===== config.mk =====
export PLATFORM = sky130hd
export DESIGN_NAME = prog_loader
export DESIGN_NICKNAME = d
export VERILOG_FILES = /design/src/rtl/prog_loader.sv
export SDC_FILE = /design/constraint.sdc
export NUM_CORES = 1
export LEC_CHECK = 0
export BUFFER_PORTS_ARGS = -buffer_cell sky130_fd_sc_hd__buf_2
export CORE_UTILIZATION = 52
export CTS_BUF_LIST = sky130_fd_sc_hd__clkbuf_16
export CTS_CLUSTER_SIZE = 25
export DETAILED_ROUTE_END_ITERATION = 12
export GPL_ROUTABILITY_DRIVEN = 1
export PLACE_DENSITY = 0.73
export SETUP_SLACK_MARGIN = 0.1
export SYNTH_ARGS = -nofsm -noshare
export SYNTH_HDL_FRONTEND = slang
export SYNTH_SLANG_ARGS = --single-unit

===== constraint.sdc =====
create_clock -name clk -period 2.3 [get_ports clk]
set_input_delay 0.345 -clock clk [delete_from_list [all_inputs] [get_ports clk]]
set_output_delay 0.345 -clock clk [all_outputs]
set_load 0.005 [all_outputs]

===== src/rtl/prog_loader.sv =====
// prog_loader: streams a CHIP-8 program image from a byte link into program RAM.
// A 2-byte big-endian length header precedes the payload. Each payload byte
// is written to consecutive addresses starting at BASE_ADDR.
// Optional checksum trailer: define PROG_LOADER_CHKSUM_EN.
//
// Handshake: a byte transfers on a rising edge where in_valid && in_ready.
// in_ready is a registered decode of the receiving states and never looks at
// in_valid, so the byte source may hold or drop in_valid freely.
//
// dbg_state exposes the FSM state encoding for debug and checker binding.

module prog_loader #(
    parameter logic [11:0] BASE_ADDR = 12'h200,
    parameter int          MEM_SIZE  = 4096
) (
    input  logic        clk,
    input  logic        rst,
    input  logic        start,
    input  logic        in_valid,
    input  logic [7:0]  in_data,
    output logic        in_ready,
    output logic        mem_we,
    output logic [11:0] mem_addr,
    output logic [7:0]  mem_din,
    output logic        busy,
    output logic        done,
    output logic        error,
    output logic [2:0]  dbg_state
);

    // Largest payload that fits between BASE_ADDR and the top of RAM, so the
    // write address can never wrap past MEM_SIZE-1.
    localparam logic [15:0] MAX_LEN = 16'(MEM_SIZE - int'(BASE_ADDR));

`ifdef PROG_LOADER_CHKSUM_EN
    typedef enum logic [2:0] {
        S_IDLE   = 3'd0,
        S_LEN_HI = 3'd1,
        S_LEN_LO = 3'd2,
        S_DATA   = 3'd3,
        S_DONE   = 3'd4,
        S_ERR    = 3'd5,
        S_CSUM   = 3'd6
    } state_t;
`else
    typedef enum logic [2:0] {
        S_IDLE   = 3'd0,
        S_LEN_HI = 3'd1,
        S_LEN_LO = 3'd2,
        S_DATA   = 3'd3,
        S_DONE   = 3'd4,
        S_ERR    = 3'd5
    } state_t;
`endif

    state_t      state_q;
    logic        in_ready_q;
    logic        mem_we_q;
    logic [11:0] mem_addr_q;
    logic [7:0]  mem_din_q;
    logic        busy_q;
    logic        done_q;
    logic        error_q;
    logic [15:0] len_q;
    logic [15:0] cnt_q;
`ifdef PROG_LOADER_CHKSUM_EN
    logic [7:0]  sum_q;
`endif

    logic        accept;
    logic [15:0] len_full;
    logic        last_byte;

    assign accept    = in_valid && in_ready_q;
    // Full length as it will be once the low header byte lands this cycle.
    assign len_full  = {len_q[15:8], in_data};
    // In DATA, len_q >= 1, so len_q - 1 never underflows there.
    assign last_byte = (cnt_q == (len_q - 16'd1));

    // Loader FSM with all outputs registered alongside the state.
    always_ff @(posedge clk) begin
        if (rst) begin
            state_q    <= S_IDLE;
            in_ready_q <= 1'b0;
            mem_we_q   <= 1'b0;
            mem_addr_q <= 12'd0;
            mem_din_q  <= 8'd0;
            busy_q     <= 1'b0;
            done_q     <= 1'b0;
            error_q    <= 1'b0;
            len_q      <= 16'd0;
            cnt_q      <= 16'd0;
`ifdef PROG_LOADER_CHKSUM_EN
            sum_q      <= 8'd0;
`endif
        end else begin
            // The write strobe is a one-cycle pulse per accepted payload byte.
            mem_we_q <= 1'b0;

            case (state_q)
                S_IDLE, S_DONE, S_ERR: begin
                    if (start) begin
                        state_q    <= S_LEN_HI;
                        in_ready_q <= 1'b1;
                        busy_q     <= 1'b1;
                        done_q     <= 1'b0;
                        error_q    <= 1'b0;
                        len_q      <= 16'd0;
                        cnt_q      <= 16'd0;
`ifdef PROG_LOADER_CHKSUM_EN
                        sum_q      <= 8'd0;
`endif
                    end
                end

                S_LEN_HI: begin
                    if (accept) begin
                        len_q[15:8] <= in_data;
                        state_q     <= S_LEN_LO;
                    end
                end

                S_LEN_LO: begin
                    if (accept) begin
                        len_q[7:0] <= in_data;
                        cnt_q      <= 16'd0;
                        if (len_full > MAX_LEN) begin
                            // Image would run off the top of RAM: reject it
                            // before anything is written.
                            state_q    <= S_ERR;
                            in_ready_q <= 1'b0;
                            busy_q     <= 1'b0;
                            error_q    <= 1'b1;
                        end else if (len_full == 16'd0) begin
`ifdef PROG_LOADER_CHKSUM_EN
                            // Empty image still carries a checksum byte.
                            state_q <= S_CSUM;
`else
                            state_q    <= S_DONE;
                            in_ready_q <= 1'b0;
                            busy_q     <= 1'b0;
                            done_q     <= 1'b1;
`endif
                        end else begin
                            state_q <= S_DATA;
                        end
                    end
                end

                S_DATA: begin
                    if (accept) begin
                        mem_we_q   <= 1'b1;
                        mem_addr_q <= BASE_ADDR + cnt_q[11:0];
                        mem_din_q  <= in_data;
                        cnt_q      <= cnt_q + 16'd1;
`ifdef PROG_LOADER_CHKSUM_EN
                        sum_q      <= sum_q + in_data;
                        if (last_byte) begin
                            state_q <= S_CSUM;
                        end
`else
                        if (last_byte) begin
                            // done/busy change on the same edge as the final write.
                            state_q    <= S_DONE;
                            in_ready_q <= 1'b0;
                            busy_q     <= 1'b0;
                            done_q     <= 1'b1;
                        end
`endif
                    end
                end

`ifdef PROG_LOADER_CHKSUM_EN
                S_CSUM: begin
                    if (accept) begin
                        in_ready_q <= 1'b0;
                        busy_q     <= 1'b0;
                        if (in_data == sum_q) begin
                            state_q <= S_DONE;
                            done_q  <= 1'b1;
                        end else begin
                            state_q <= S_ERR;
                            error_q <= 1'b1;
                        end
                    end
                end
`endif

                default: begin
                    state_q    <= S_IDLE;
                    in_ready_q <= 1'b0;
                    busy_q     <= 1'b0;
                end
            endcase
        end
    end

    assign in_ready  = in_ready_q;
    assign mem_we    = mem_we_q;
    assign mem_addr  = mem_addr_q;
    assign mem_din   = mem_din_q;
    assign busy      = busy_q;
    assign done      = done_q;
    assign error     = error_q;
    assign dbg_state = state_q;

endmodule


==> impl_metrics.tcl, run 1 <==
set metrics [dict create \
    clock_insertion_delay_worst_skew_ns 0.32 \
    grt_max_degree 26 \
    starting_utilization_of_the_core_area_pct 53.9 \
    run_status "finished with violations" \
    remaining_drc_errors 0 \
    timing.critical_path.slowest_stage_cell "or4b_4" \
    postSynthAreaPerCell_um2 8.12 \
    via_count 3031 \
    final-hold-violation-count 0 \
    yosysUniqueCellTypes 58 \
    wl_um 8060 \
    cpMostUsedCell "buf_6" \
    synth.ff_latch_count 59 \
    violations "setup timing" \
    post_route_cells_drive_above_1_share_pct 27.1 \
    achievable-frequency_mhz 414 \
    tns_ns -0.297 \
    tritoncts "built" \
    synth.cell_area_um2 3190 \
    synth-edff-count 0 \
    layout_common_cells "dfxtp_1, nand2_1, nor2_1, a21oi_1, buf_4" \
    drtAntennaViolNets 0 \
    portBuffers 39 \
    seq_area_frac_synth_pct 37.0 \
    routabilityCongestion 0.946 \
    crit_path_cells "inv_2, ha_4, or4b_4, o32ai_2, nand4b_1, a2111oi_4, a31oi_4, buf_6, buf_6, o21ai_1, a21oi_1" \
    synthArstFlopShare_pct 0 \
    final_critical_period_ns 2.41 \
    setup_repair_after_global_routing_missed_its_margin "true" \
    layout-area-overhead-vs-synth_pct 26.5 \
    grt_pass1_vias 2650 \
    crit_path_max_incr_delay_ns 0.45 \
    cts_hold_buf 0 \
    rows 28 \
    final_common_cell "dfxtp_1" \
    grt_pass1_wl_um 12800 \
    tightest_slew_ns 0.427 \
    cts_num_sinks 59 \
    crit_path_end_kind "flip-flop" \
    number_of_nets_in_the_synthesized_netlist 408 \
    total_leakage_power_uw 0.00170 \
    critical_path_buf_inv_count 3 \
    grt_overflow_total 0 \
    arrival_ns 2.61 \
    worst_setup_path_start_kind "flip-flop" \
    avgViaCountPerCell 5.65 \
    setup_viol 4 \
    report.final.slew_viol_count 0 \
    synthesis.instances 393 \
    layout.filler_cells 464 \
    pd_cells_nw_per_um2 954 \
    final_net_count 471 \
    critical_path.top_delay_family "compound AO/OA/AOI/OAI gates" \
    timing.final.ws_setup_ns -0.115 \
    slew-limit-headroom_pct 71.1 \
    grt.total_usage_pct 26.4 \
    detail_route.first_pass.iterations 4 \
    clockBufferDepth 2 \
    cap_viol_max_count 0 \
    floorplan.die_area_um2 6450 \
    clock_pin_slew_worst_setup_and_hold_paths_ns 0.05 \
    die_outline_width_um 80.3 \
    cts_made_buffers 9 \
    fp.coreArea_um2 5920 \
    wl_per_instance_um 15.0 \
    min_path_type "primary input to flip-flop" \
    clock_tree_root "clkbuf_16" \
    final_min_period_over_clock_period_pct 105 \
    cp.required_ns 2.49 \
    drt_first_iter_violations 172 \
    fin_worst_skew_ns 0.00540 \
    ctsHtreeMaxLevel 3 \
    antenna_found_initial 0 \
    vdd_ir_drop_max_mv 0.543 \
    fp.dieH_um 80.3 \
    setup.worst_path.class "flip-flop to flip-flop" \
    n_antenna_cell 0 \
    peak_fanout_along_the_critical_path 4 \
    synth.yosys.warnings 0 \
    floorplan.io_pins 40 \
    post-dp-hpwl_um 5730 \
    power.total_uw 3850 \
    synth_ff_type "dfxtp_1" \
]
==> final timing paths <==
check / startpoint / to / slack [ns] / cells past startpoint
hold reg to reg: mem_din[7] / mem_din[7] / 0.45 / 2
setup / recovery: len_q[0] / dbg_state[0] / -0.11 / 11
setup reg to reg: len_q[0] / dbg_state[0] / -0.11 / 11
hold / removal: in_data[7] / mem_din[7] / 0.31 / 3
==> cell usage after synthesis (2+ instances only) <==
cell	count	area, um^2
dfxtp_1	59	1180
nand2_1	55	206
nor2_1	49	184
a21oi_1	42	210
xor2_1	19	166
nand3_1	18	90.1
clkbuf_1	17	63.8
xnor2_1	13	114
o21ai_0	11	55.1
and3_1	9	56.3
nand2b_1	7	43.8
clkbuf_8	6	82.6
inv_1	6	22.5
nand4_1	6	37.5
nor3_1	4	20.0
or3_1	4	25.0
a211oi_1	3	22.5
a31oi_1	3	18.8
and2_1	3	18.8
and4_1	3	26.3
buf_6	3	33.8
ha_1	3	37.5
nor2b_1	3	18.8
nor4_1	3	18.8
a2111oi_1	2	20.0
a41oi_1	2	17.5
buf_4	2	15.0
clkbuf_2	2	10.0
nor4b_1	2	17.5
o32ai_2	2	32.5
o41ai_1	2	17.5
or2_2	2	12.5
or4b_1	2	20.0
xnor3_1	2	45.0
==> stage by stage <==
step / hold slack (ns) / instance area [um^2] / setup slack, ns / cells / util, %
2_1_floorplan: 0.450 / 3210 / -0.0758 / 393 / -
3_3_place_gp: 0.441 / 3600 / -0.0985 / 517 / 60.8
3_5_place_dp: 0.446 / 3600 / -0.199 / 517 / 60.8
4_1_cts: 0.295 / 3990 / -0.0825 / 535 / 67.4
5_1_grt: 0.302 / 4040 / -0.152 / 536 / 68.2
6_report: 0.307 / 4040 / -0.115 / 536 / 68.2
==> worst reg2reg max path, delay by kind of cell, from the launching register on <==
| family | cells | cell delay [ns] |
|---|---|---|
| AOI/OAI and AO/OA | 5 | 0.85 |
| adders and majority gates | 1 | 0.14 |
| buffers and inverters | 3 | 0.33 |
| DFF | 1 | 0.32 |
| and+or+nand+nor | 2 | 0.65 |
==> flip-flops by register name (all words and copies together), names as in the netlist <==
register / flops
error: 1
len_q: 16
cnt_q: 16
mem_din: 8
dbg_state: 3
mem_we: 1
mem_addr: 12
busy: 1
done: 1
==> cells by family after synthesis <==
| group | Yosys count | synth area share (%) |
|---|---|---|
| and+or+nand+nor | 178 | 27.3 |
| AOI/OAI and AO/OA | 82 | 16.8 |
| DFF | 59 | 37.0 |
| buffers and inverters | 36 | 7.14 |
| xor gates and xnor gates | 34 | 10.2 |
| adders and majority gates | 3 | 1.18 |
| muxes | 1 | 0.314 |
==> where the power goes <==
part	internal, uW	switching, uW
combinational	643	760
clock	822	444
sequential	1090	84.4
total	2560	1290
==> routing by layer <==
metal | share of wire [%] | track usage [%]
met1 | 47 | 36.2
met2 | 45 | 39.3
met3 | 5.1 | 4.55
met4 | 3.2 | 13.9
met5 | 0 | 0
==> cell type report <==
type,count,area (um^2),area share [%]
clock buffers,9,225,5.58
clock inverters,7,60.1,1.49
inverters,6,22.5,0.558
multi-input cells,298,1920,47.6
flip-flops and latches,59,1180,29.3
well taps,75,93.8,2.33
repair buffers,82,529,13.1
==> repair_timing <==
action	in CTS	in global routing
resized for setup	18	7
endpoints found under the setup margin	5	5
pin swaps	6	2
buffers inserted	2	1
No activity file was read; power rests on OpenSTA's default activity.
==> run 2: changes to the inputs <==
--- a/config.mk
+++ b/config.mk
@@ -5,13 +5,15 @@
 export SDC_FILE = /design/constraint.sdc
 export NUM_CORES = 1
 export LEC_CHECK = 0
+export ABC_AREA = 1
 export BUFFER_PORTS_ARGS = -buffer_cell sky130_fd_sc_hd__buf_2
-export CORE_UTILIZATION = 52
+export CORE_MARGIN = 2
+export CORE_UTILIZATION = 53
 export CTS_BUF_LIST = sky130_fd_sc_hd__clkbuf_16
 export CTS_CLUSTER_SIZE = 25
 export DETAILED_ROUTE_END_ITERATION = 12
 export GPL_ROUTABILITY_DRIVEN = 1
-export PLACE_DENSITY = 0.73
+export PLACE_DENSITY = 0.74
 export SETUP_SLACK_MARGIN = 0.1
 export SYNTH_ARGS = -nofsm -noshare
 export SYNTH_HDL_FRONTEND = slang
==> impl_metrics.tcl, run 2 <==
set metrics [dict create \
    worstReg2RegStart "len_q[0]" \
    post_cts.repair.setup_buffers 0 \
    number_of_nets_in_the_synthesized_netlist 488 \
    remaining_drc_errors 0 \
    setup_repair_after_global_routing_missed_its_margin "false" \
    final_net_count 531 \
    synthesis.instances 473 \
    crit_path_cells "inv_2, ha_2, nand2_1, nand2_1, xor2_1, nand3_1, nor2_1, nand3_1, nand2_2, nand3_2, nand2_1, inv_1, nor2_1" \
    drtAntennaViolNets 0 \
    portBuffers 39 \
    clockBufferDepth 2 \
    rows 28 \
    final-hold-violation-count 0 \
    hold-worst-slack_ns 0.319 \
    hold_depth 3 \
    clock_tree_root "clkbuf_16" \
    starting_utilization_of_the_core_area_pct 55.6 \
    tns_ns 0 \
    antenna_found_initial 0 \
    setup.reg_to_reg.worst_slack_ns 0.26 \
    run_status "completed" \
    critical_path_buf_inv_count 2 \
    route.layer.met1.wl_um 4050 \
    routabilityCongestion 0.906 \
    tightest_slew_ns 0.634 \
    setup_viol 0 \
    setup.worst_path.class "flip-flop to flip-flop" \
    synth_ff_type "dfxtp_1" \
    crit_path_end_kind "flip-flop" \
    critical_register_to_register_path_endpoint "dbg_state[0]" \
    synthArstFlopShare_pct 0 \
    pd_cells_nw_per_um2 1330 \
    synth.largest_area_cell "dfxtp_1" \
    top_signal_layer_used "met4" \
    most_numerous_cell_in_the_yosys_netlist "nand2_1" \
    grt_pass1_wl_um 13900 \
    cap_viol_max_count 0 \
    avgViaCountPerCell 5.42 \
    layout-area-overhead-vs-synth_pct 16.6 \
    crit_path_max_incr_delay_ns 0.33 \
    yosysUniqueCellTypes 39 \
    worst_r2r_path_cells 13 \
    min_path_type "primary input to flip-flop" \
    grt.total_usage_pct 24.9 \
    floorplan.io_pins 40 \
    slew-limit-headroom_pct 57.7 \
    netlist_top_cells_count "nand2_1, inv_1, dfxtp_1, a21oi_1, nor2_1" \
    wl_per_instance_um 14.2 \
    achievable-frequency_mhz 490 \
    report.final.slew_viol_count 0 \
    cpMostUsedCell "nand2_1" \
    cts_num_sinks 59 \
    fp.coreArea_um2 5990 \
    worst_setup_path_start_kind "flip-flop" \
    peak_fanout_along_the_critical_path 6 \
    final_cell_area_um2 3880 \
    total_leakage_power_uw 0.00180 \
    synth.ff_latch_count 59 \
    fp.dieH_um 83.3 \
    post-dp-hpwl_um 6270 \
    final_min_period_over_clock_period_pct 88.8 \
    grt_overflow_total 0 \
    arrival_ns 2.30 \
    cts_made_buffers 9 \
    grt_max_degree 38 \
    timing.critical_path.slowest_stage_cell "dfxtp_1" \
    floorplan.die_area_um2 6940 \
    synth.cell_area_um2 3330 \
    critical_path.top_delay_family "simple AND/OR/NAND/NOR gates" \
    wl_um 8470 \
    placed_area_um2 3590 \
    fin_worst_skew_ns 0.0108 \
    hold_end "mem_din[6]" \
    synth-edff-count 0 \
    final_critical_period_ns 2.04 \
    postSynthAreaPerCell_um2 7.05 \
    cp.required_ns 2.56 \
    post_route_cells_drive_above_1_share_pct 19.6 \
    die_outline_width_um 83.3 \
    cts_hold_buf 0 \
    ctsHtreeMaxLevel 3 \
    detail_route.first_pass.iterations 5 \
    layout_common_cells "nand2_1, inv_1, dfxtp_1, a21oi_1, nor2_1" \
    synth_largest_type_area_fraction_pct 35.4 \
    vdd_ir_drop_max_mv 1.11 \
    n_antenna_cell 0 \
    via_count 3228 \
    clock_insertion_delay_worst_skew_ns 0.33 \
    seq_area_frac_synth_pct 35.4 \
    final_common_cell "nand2_1" \
    dr_wl_met2_um 3730 \
    synth.yosys.warnings 0 \
    tritoncts "built" \
    drt_first_iter_violations 188 \
    clock_pin_slew_worst_setup_and_hold_paths_ns 0.06 \
    routed-wl-met3_um 525 \
    yosys-top-cells-area "dfxtp_1, nand2_1, a21oi_1, inv_1, nor2_1" \
    hold_path_startpoint "in_data[6]" \
    cts.repair.resized 0 \
    grt_pass1_vias 2881 \
]
==> run 2: worst register-to-register path: cells and delay by family, from the launching register on <==
kind	cells	cell delay [ns]
adder cells (fa/ha/maj)	1	0.26
buffers and inverters	2	0.17
AND/OR/NAND/NOR	9	1.09
XOR/XNOR	1	0.14
flip-flops	1	0.33
==> run 2: kinds of logic (layout without fill, tap and decap cells) <==
family,Yosys count,in the layout,share of synthesized area [%]
buf+inv,77,125,9.05
simple gates,224,224,34.1
xor+xnor,21,21,5.52
fa+ha+maj,3,3,1.13
compound gates,89,89,14.8
flops,59,59,35.4
==> run 2: power breakdown <==
group | total [uW] | internal, uW | switching, uW
clock network | 1280 | 745 | 531
registers | 1310 | 1160 | 144
logic | 2570 | 889 | 1690
==> run 2: through the flow <==
stage                     worst slack, ns  util (%)  power, uW  cells
after floorplan                     0.615         -       3370    473
after global placement              0.259      60.0       3790    580
after detailed placement            0.185      60.0       3850    580
after CTS                           0.134      64.7       5140    596
after global routing               0.0925      64.8       5580    596
final                               0.257      64.8       5160    596
==> run 2: layout make-up <==
| cell class | count | area (um^2) |
|---|---|---|
| timing repair buffer | 42 | 218 |
| sequential | 59 | 1180 |
| clock inverter | 7 | 56.3 |
| tap | 75 | 93.8 |
| inverter | 67 | 255 |
| multi-input combinational | 337 | 1860 |
| clock buffer | 9 | 225 |
| fill | 524 | 2110 |
==> run 2: worst max path at each step <==
stage | from | end | slack [ns] | depth (start not counted)
after floorplan | len_q[0] | dbg_state[0] | 0.62 | 13
after global placement | len_q[0] | dbg_state[2] | 0.26 | 16
after detailed placement | len_q[0] | dbg_state[0] | 0.18 | 16
after CTS | len_q[0] | dbg_state[0] | 0.13 | 16
after global routing | len_q[1] | dbg_state[0] | 0.09 | 16
final | len_q[0] | dbg_state[0] | 0.26 | 13
==> run 2: metal layers <==
layer,vias to the layer above,GRT usage [%]
met5,-,0
met4,0,8.79
met3,13,4.17
met2,118,37.0
met1,1474,36.2
li1,1623,-
==> run 3: changes to the inputs <==
--- a/config.mk
+++ b/config.mk
@@ -7,13 +7,15 @@
 export LEC_CHECK = 0
 export ABC_AREA = 1
 export BUFFER_PORTS_ARGS = -buffer_cell sky130_fd_sc_hd__buf_2
+export CELL_PAD_IN_SITES_DETAIL_PLACEMENT = 1
+export CELL_PAD_IN_SITES_GLOBAL_PLACEMENT = 2
 export CORE_MARGIN = 2
-export CORE_UTILIZATION = 53
+export CORE_UTILIZATION = 29
 export CTS_BUF_LIST = sky130_fd_sc_hd__clkbuf_16
 export CTS_CLUSTER_SIZE = 25
 export DETAILED_ROUTE_END_ITERATION = 12
 export GPL_ROUTABILITY_DRIVEN = 1
-export PLACE_DENSITY = 0.74
+export PLACE_DENSITY = 0.71
 export SETUP_SLACK_MARGIN = 0.1
 export SYNTH_ARGS = -nofsm -noshare
 export SYNTH_HDL_FRONTEND = slang
==> impl_metrics.tcl, run 3 (same netlist as run 2, synthesis figures left out) <==
set metrics [dict create \
    post-dp-hpwl_um 8190 \
    total_leakage_power_uw 0.00184 \
    slew-limit-headroom_pct 56.2 \
    clock_tree_root "clkbuf_16" \
    ctsHtreeMaxLevel 3 \
    floorplan.die_area_um2 12400 \
    min_path_type "primary input to flip-flop" \
    fp.coreArea_um2 11300 \
    p_comb_share_pct 48.7 \
    wl_per_instance_um 15.5 \
    wl_um 10300 \
    final_critical_period_ns 2.02 \
    clock_power_share_pct 26.6 \
    setup.worst_path.class "flip-flop to flip-flop" \
    hold-worst-slack_ns 0.317 \
    tightest_slew_ns 0.656 \
    layout_common_cells "nand2_1, inv_1, dfxtp_1, a21oi_1, nor2_1" \
    drt_first_iter_violations 114 \
    achievable-frequency_mhz 496 \
    p_sw_share_pct 44.3 \
    tns_ns 0 \
    grt_pass1_wl_um 17000 \
    critical_path.top_delay_family "simple AND/OR/NAND/NOR gates" \
    final_common_cell "nand2_1" \
    cap_viol_max_count 0 \
    floorplan.io_pins 40 \
    power.total_uw 5370 \
    grt.total_usage_pct 17.3 \
    starting_utilization_of_the_core_area_pct 29.4 \
    p_int_uw 2990 \
    cts_made_buffers 9 \
    final_min_period_over_clock_period_pct 87.7 \
    final_net_count 533 \
    clock_pin_slew_worst_setup_and_hold_paths_ns 0.06 \
    rows 39 \
    crit_path_end_kind "flip-flop" \
    clock_insertion_delay_worst_skew_ns 0.33 \
    arrival_ns 2.28 \
    critical_path_buf_inv_count 2 \
    setup_repair_after_global_routing_missed_its_margin "true" \
    hold_depth 3 \
    cts_num_sinks 59 \
    avgViaCountPerCell 4.70 \
    final-hold-violation-count 0 \
    crit_path_cells "inv_2, ha_2, nand2_2, nor2_1, nand3b_1, nand2_1, nand2_1, nor2_1, nand3_2, nand2_4, nand3_2, nand2_1, inv_1, nor2_1" \
    post_cts.repair.setup_buffers 0 \
    grt_max_degree 38 \
    layout-area-overhead-vs-synth_pct 20.8 \
    worst-path-stages 14 \
    portBuffers 39 \
    cp.required_ns 2.56 \
    clockBufferDepth 2 \
    power_switching_uw 2380 \
    pd_cells_nw_per_um2 1330 \
    detail_route.first_pass.iterations 5 \
    routabilityCongestion 0.819 \
    setup_viol 0 \
    peak_fanout_along_the_critical_path 6 \
    cts_hold_buf 0 \
    vdd_ir_drop_max_mv 0.606 \
    fin_worst_skew_ns 0.00682 \
    n_antenna_cell 0 \
    worst_r2r_path_cells 14 \
    via_count 3127 \
    seq_power_share_pct 24.6 \
    drtAntennaViolNets 0 \
    worst_setup_path_start_kind "flip-flop" \
    grt_overflow_total 0 \
    fp.dieH_um 111 \
    run_status "completed" \
    remaining_drc_errors 0 \
    antenna_found_initial 0 \
    report.final.slew_viol_count 0 \
    die_outline_width_um 111 \
    tritoncts "built" \
    grt_pass1_vias 3257 \
    timing.critical_path.slowest_stage_cell "dfxtp_1" \
    crit_path_max_incr_delay_ns 0.33 \
    post_route_cells_drive_above_1_share_pct 19.9 \
]
[run 3: worst paths after layout]
check              from      endpoint  slack (ns)
max            len_q[0]  dbg_state[0]        0.28
min          in_data[3]    mem_din[3]        0.32
max reg2reg    len_q[0]  dbg_state[0]        0.28
min reg2reg       error         error        0.46
[run 3: per-layer routing]
layer  share of wire (%)  up-vias  wire length [um]  track usage [%]
li1                    -     1620                 -                -
met1                  49     1448              5090             23.6
met2                  46       43              4710             28.1
met3                 3.1       16               316             2.08
met4                 2.0        0               204             6.50
met5                   0        -                 0                0
[run 3: power groups by stage]
| stage | Clock, uW | Sequential, uW | Combinational [uW] |
|---|---|---|---|
| finish | 1430 | 1320 | 2620 |
| global route | 1490 | 1340 | 3000 |
| CTS | 1450 | 1320 | 2640 |
| detailed placement | 0 | 1340 | 2620 |
| global placement | 0 | 1330 | 2590 |
| floorplan | 0 | 1310 | 2060 |
[run 3: layout make-up]
type	count	area [um^2]
tap	143	179
timing repair buffer	44	233
fill	1454	7290
clock inverter	7	85.1
inverter	67	255
sequential	59	1180
clock buffer	9	225
multi-input combinational	337	1870
[run 3: what timing repair did]
item                                    in CTS  in global routing
endpoints found under the setup margin       1                 23
pin swaps                                    0                  1
gates resized for setup                      1                  6
gates cloned                                 0                  0
[run 3: metrics by stage]
step                      cells  setup WS, ns  utilization, %  cell area (um^2)
final                       666         0.283            35.6              4030
after global routing        666        0.0732            35.6              4030
after CTS                   666         0.125            35.4              4010
after detailed placement    650         0.111            32.6              3690
after global placement      650         0.143            32.6              3690
after floorplan             473         0.615               -              3330
[run 3: worst min-delay path, delay by kind of cell]
kind	cells	cell delay (ns)
buf+inv	2	0.20
compound gates	1	0.05
